$ cat src/rtl/inst_rom_arbiter_pkg.sv
// Shared widths and response-owner encoding for the instruction ROM arbiter.
// Owner encoding follows the codebase defines: NONE=0, IF=1, DP=2.
package inst_rom_arbiter_pkg;

    localparam int INST_ADDR_W = 32;
    localparam int INST_DATA_W = 32;

    typedef enum logic [1:0] {
        OWN_NONE = 2'd0,
        OWN_IF   = 2'd1,
        OWN_DP   = 2'd2
    } owner_e;

    function automatic logic is_misaligned(input logic [1:0] i_lsb);
        return |i_lsb;
    endfunction

endpackage

$ cat src/rtl/inst_rom_prio_sel.sv
// Grant selector for the shared ROM port: IF has fixed priority, and a
// saturating starvation counter forces a DP grant after STARVE_LIMIT denials.
module inst_rom_prio_sel #(
    parameter int STARVE_LIMIT = 4,
    parameter int CNT_W        = 3
) (
    input  logic i_clk,
    input  logic i_rst_n,
    input  logic i_if_req,
    input  logic i_dp_req,
    output logic o_if_gnt,
    output logic o_dp_gnt
);

    localparam logic [CNT_W-1:0] LIMIT = CNT_W'(STARVE_LIMIT);

    logic [CNT_W-1:0] r_starve_cnt;
    logic             w_dp_force;

    assign w_dp_force = i_dp_req && (r_starve_cnt >= LIMIT);

    always_comb begin
        o_if_gnt = 1'b0;
        o_dp_gnt = 1'b0;
        if (w_dp_force) begin
            o_dp_gnt = 1'b1;
        end else if (i_if_req) begin
            o_if_gnt = 1'b1;
        end else if (i_dp_req) begin
            o_dp_gnt = 1'b1;
        end
    end

    always_ff @(posedge i_clk or negedge i_rst_n) begin
        if (!i_rst_n) begin
            r_starve_cnt <= '0;
        end else if (i_dp_req && !o_dp_gnt) begin
            r_starve_cnt <= (r_starve_cnt >= LIMIT) ? LIMIT : r_starve_cnt + 1'b1;
        end else begin
            r_starve_cnt <= '0;
        end
    end

endmodule

$ cat src/rtl/inst_rom_arbiter.sv
// Shares the combinational instruction ROM between fetch (IF) and a data-side
// read port (DP); the returned word is registered and routed to the winner.
module inst_rom_arbiter
    import inst_rom_arbiter_pkg::*;
#(
    parameter int ADDR_W       = INST_ADDR_W,
    parameter int DATA_W       = INST_DATA_W,
    parameter int STARVE_LIMIT = 4,
    parameter int CNT_W        = 3
) (
    input  logic              i_clk,
    input  logic              i_rst_n,
    input  logic              i_if_req,
    input  logic [ADDR_W-1:0] i_if_addr,
    input  logic              i_if_flush,
    output logic              o_if_gnt,
    output logic              o_if_rvalid,
    output logic [DATA_W-1:0] o_if_rdata,
    input  logic              i_dp_req,
    input  logic [ADDR_W-1:0] i_dp_addr,
    output logic              o_dp_gnt,
    output logic              o_dp_rvalid,
    output logic [DATA_W-1:0] o_dp_rdata,
    output logic              o_dp_err,
    output logic              o_rom_ce,
    output logic [ADDR_W-1:0] o_rom_addr,
    input  logic [DATA_W-1:0] i_rom_inst
);

    owner_e            r_owner;
    logic [DATA_W-1:0] r_if_rdata;
    logic [DATA_W-1:0] r_dp_rdata;
    logic              r_dp_err;
    logic              w_if_gnt;
    logic              w_dp_gnt;

    inst_rom_prio_sel #(
        .STARVE_LIMIT (STARVE_LIMIT),
        .CNT_W        (CNT_W)
    ) u_prio_sel (
        .i_clk    (i_clk),
        .i_rst_n  (i_rst_n),
        .i_if_req (i_if_req),
        .i_dp_req (i_dp_req),
        .o_if_gnt (w_if_gnt),
        .o_dp_gnt (w_dp_gnt)
    );

    assign o_if_gnt   = w_if_gnt;
    assign o_dp_gnt   = w_dp_gnt;
    assign o_rom_ce   = w_if_gnt | w_dp_gnt;
    assign o_rom_addr = w_dp_gnt ? i_dp_addr : (w_if_gnt ? i_if_addr : '0);

    // The owner register doubles as the valid flag: a flushed fetch leaves it NONE.
    always_ff @(posedge i_clk or negedge i_rst_n) begin
        if (!i_rst_n) begin
            r_owner    <= OWN_NONE;
            r_if_rdata <= '0;
            r_dp_rdata <= '0;
            r_dp_err   <= 1'b0;
        end else if (w_dp_gnt) begin
            r_owner    <= OWN_DP;
            r_dp_rdata <= i_rom_inst;
            r_dp_err   <= is_misaligned(i_dp_addr[1:0]);
        end else if (w_if_gnt) begin
            r_owner    <= i_if_flush ? OWN_NONE : OWN_IF;
            r_if_rdata <= i_rom_inst;
            r_dp_err   <= 1'b0;
        end else begin
            r_owner    <= OWN_NONE;
            r_dp_err   <= 1'b0;
        end
    end

    assign o_if_rvalid = (r_owner == OWN_IF);
    assign o_dp_rvalid = (r_owner == OWN_DP);
    assign o_if_rdata  = r_if_rdata;
    assign o_dp_rdata  = r_dp_rdata;
    assign o_dp_err    = r_dp_err;

endmodule

$ cat config.mk
export PLATFORM = sky130hd
export DESIGN_NAME = inst_rom_arbiter
export DESIGN_NICKNAME = d
export VERILOG_FILES = /design/src/rtl/inst_rom_arbiter_pkg.sv /design/src/rtl/inst_rom_prio_sel.sv /design/src/rtl/inst_rom_arbiter.sv
export SDC_FILE = /design/constraint.sdc
export NUM_CORES = 1
export LEC_CHECK = 0
export CORE_MARGIN = 1
export CORE_UTILIZATION = 36
export DETAILED_ROUTE_END_ITERATION = 6
export PLACE_DENSITY = 0.84
export SYNTH_ARGS = -nofsm -noshare
export SYNTH_HDL_FRONTEND = slang
export SYNTH_SLANG_ARGS = --single-unit
$ cat constraint.sdc
create_clock -name i_clk -period 2 [get_ports i_clk]
set_input_delay 0.6 -clock i_clk [delete_from_list [all_inputs] [get_ports i_clk]]
set_output_delay 0.6 -clock i_clk [all_outputs]
set_load 0.02 [all_outputs]
==> out/results.txt <==
Status: complete, but fails checks
Violated checks: negative setup slack
Share of the synthesized area in the top cell type: 58.7%
Layout Skew: 9.74 ps
Sequential cell area fraction in the yosys report: 58.7%
Fillcell total: 533
Leakage: 2.51 nW
Final setup viols: 34
Worst-margin pin slew: 388 ps
First-pass GRT wire length: 15.4 mm
# H-tree levels: 3
FF-to-FF Start: u_prio_sel.r_starve_cnt[2]
Post-synthesis compound-gate area fraction: 9.77%
First-pass detailed-route iteration total: 4
Max clock buf depth: 2
Layout cell share with drive strength beyond 1: 34.8%
Achievable Freq: 448 MHz
Std-Cell Rows: 32
Largest net degree at the start of global routing: 71
Rel. slew slack: 74.1%
Placeable Area: 0.00789 mm^2
Largest family of logic cells by synthesized area: multiplexers
Gate Count Post-Synth: 198
PD cells: 765 mW/mm^2
Count leader, synth: dfrtp_1
Peak VDD IR: 0.747 mV
CP max FO: 8
DR iter-0 viols: 51
Slowest cell delay on critical path: 410 ps
Final hold slack: 246 ps
WP data arrival: 1630 ps
DR vias/cell: 4.94
Antenna viol nets, final: 0
#FFs+latches synth: 70
Hold Path Class: in2async
Worst setup EP type: output port
Post-synthesis simple-gate area fraction: 2.26%
Initial antenna violation count: 0
Post-Synth XOR/XNOR Area: 0%
Post-route DRC: 0
Netlist cell types: 17
# clock sinks: 70
Fin worst setup slack: -232 ps
Leading register cell type out of synthesis: dfrtp_1
Post-synthesis mux area share: 25.0%
Final Max Slew Viols: 0
Drt total wl: 10.3 mm
Worst EP required: 1400 ps
Clk Tree Root Cell: clkbuf_8
Final GP Congestion: 0.852
Reg2Reg Depth: 8
Vias in the first global route: 2788
Wire per inst: 19.4 um
Post-synth net total: 301
Yosys top cell by area: dfrtp_1
Die W: 93.1 um
Worst-path clk slew: 90 ps
Max Cap Viol: 0
Hold Violations, Final: 0
EDFF count, synth: 0
Nets: 526
Vias: 2619
Asr flop ratio synth: 100%
Global Route Usage Sum: 24.0%
GR Overflow Total: 0
Ant diodes: 0
Critical-path cell list: nand2b_4 > nand2_4 > inv_8 > buf_12 > buf_8 > a22o_1 > buf_6
Top post-synthesis cells by area: dfrtp_1 (59%), mux2_2 (22%), a22o_1 (9.4%)
Fin Setup TNS: -6490 ps
HPWL Detailed: 7.13 mm
Reg2reg setup slack: 70 ps
CP Class: reg2out
Crit Reg-Reg Endpoint: o_if_rdata[25]
Die Y-Extent: 93.1 um
CTS tree: built
Syn Std Cell Area: 0.00299 mm^2
Tmin final: 2230 ps
CTS Buf Count: 9
Final Cycle Share: 112%
I/O pin count: 203
Post-synthesis adder-cell area fraction: 0.838%
Initial Util: 37.8%
Clk Latency, worst-skew pair: 350 ps
Startpoint Class: flip-flop
Commonest cells in the netlist: dfrtp_1 (70), mux2_2 (57), a22o_1 (32), buf_2 (10), mux2_4 (7)
Slowest-stage cell, CP: dfrtp_1
Synth warnings: 0
Die ar.: 0.00866 mm^2
Post-synthesis area per instance: 15.1 um^2
PortBufs: 202
RSZ-0062 raised after global routing: true
Area grow syn2layout: 90.6%
[what timing repair did]
item                       4_1_cts  5_1_grt
hold buffers                     0        0
setup endpoints to repair       37       43
cloned                           4        1
pin swaps                       10        6
buffers inserted                 9        1
gates resized for setup        230        8
[critical path: cells and delay by family, from the launching register on]
| kind | cells | cell delay [ps] |
|---|---|---|
| DFF | 1 | 410 |
| AOI/OAI and AO/OA | 1 | 210 |
| buffers and inverters | 4 | 430 |
| and+or+nand+nor | 2 | 240 |
[kinds of logic after synthesis]
kind of cell | after synthesis
and+or+nand+nor | 12
DFF | 70
muxes | 64
AOI/OAI and AO/OA | 33
buffers and inverters | 17
adders and majority gates | 2
[stage by stage]
step	util, %	instance area, um^2	instances	worst slack (ps)	total power (W)
2_1_floorplan	-	2990	198	-15.4	0.00224
3_3_place_gp	65.9	5200	502	-935	0.00298
3_5_place_dp	65.9	5200	502	-978	0.00301
4_1_cts	72.4	5710	531	-266	0.00441
5_1_grt	72.1	5690	530	-300	0.00453
6_report	72.1	5690	530	-232	0.00435
[layer usage]
metal / track usage [%] / vias up / wire (um)
met2: 42.3 / 128 / 5320
met3: 8.13 / 15 / 821
li1: - / 1182 / -
met1: 26.9 / 1294 / 3940
met4: 8.08 / 0 / 180
met5: 0 / - / 0
[where the power goes]
| group | total [W] | switching [W] | internal, W |
|---|---|---|---|
| clock | 0.00130 | 0.000578 | 0.000721 |
| combinational | 0.00139 | 0.000598 | 0.000789 |
| sequential | 0.00167 | 0.0000856 | 0.00158 |
[state kept, by name (all words and copies together), names as in the netlist]
| name | cells |
|---|---|
| r_owner | 2 |
| u_prio_sel.r_starve_cnt | 3 |
| o_if_rdata | 32 |
| o_dp_rdata | 32 |
| o_dp_err | 1 |
[final cells by class]
type | instances | area, um^2 | area share, %
Clock buffer | 9 | 124 | 2.18
Sequential cell | 70 | 1750 | 30.8
Inverter | 3 | 18.8 | 0.330
Tap cell | 102 | 128 | 2.24
Timing Repair Buffer | 228 | 2410 | 42.3
Clock inverter | 7 | 106 | 1.87
Multi-Input combinational cell | 111 | 1150 | 20.3
[layout by cell type, fill, tap and decap left out, types with 3 or more instances in the layout]
cell type        count
buf_6               35
clkinv_4             3
and3_1               3
buf_2                4
nor2b_1              4
a22o_1              32
dfrtp_1             70
mux2_4               7
clkbuf_8             9
mux2_2              57
clkdlybuf4s50_1    161
buf_4               13
buf_12               8
[worst max path at each step]
stage                                from              to  slack, ps  cells after the start
2_1_floorplan                    i_if_req  o_rom_addr[22]        -20                      4
3_3_place_gp                     i_if_req  o_rom_addr[28]       -940                      5
3_5_place_dp                     i_if_req  o_rom_addr[28]       -980                      5
4_1_cts        u_prio_sel.r_starve_cnt[2]  o_rom_addr[15]       -270                      7
5_1_grt        u_prio_sel.r_starve_cnt[2]  o_rom_addr[17]       -300                      6
6_report       u_prio_sel.r_starve_cnt[2]  o_rom_addr[23]       -230                      7
(Power assumes the default switching activity.)
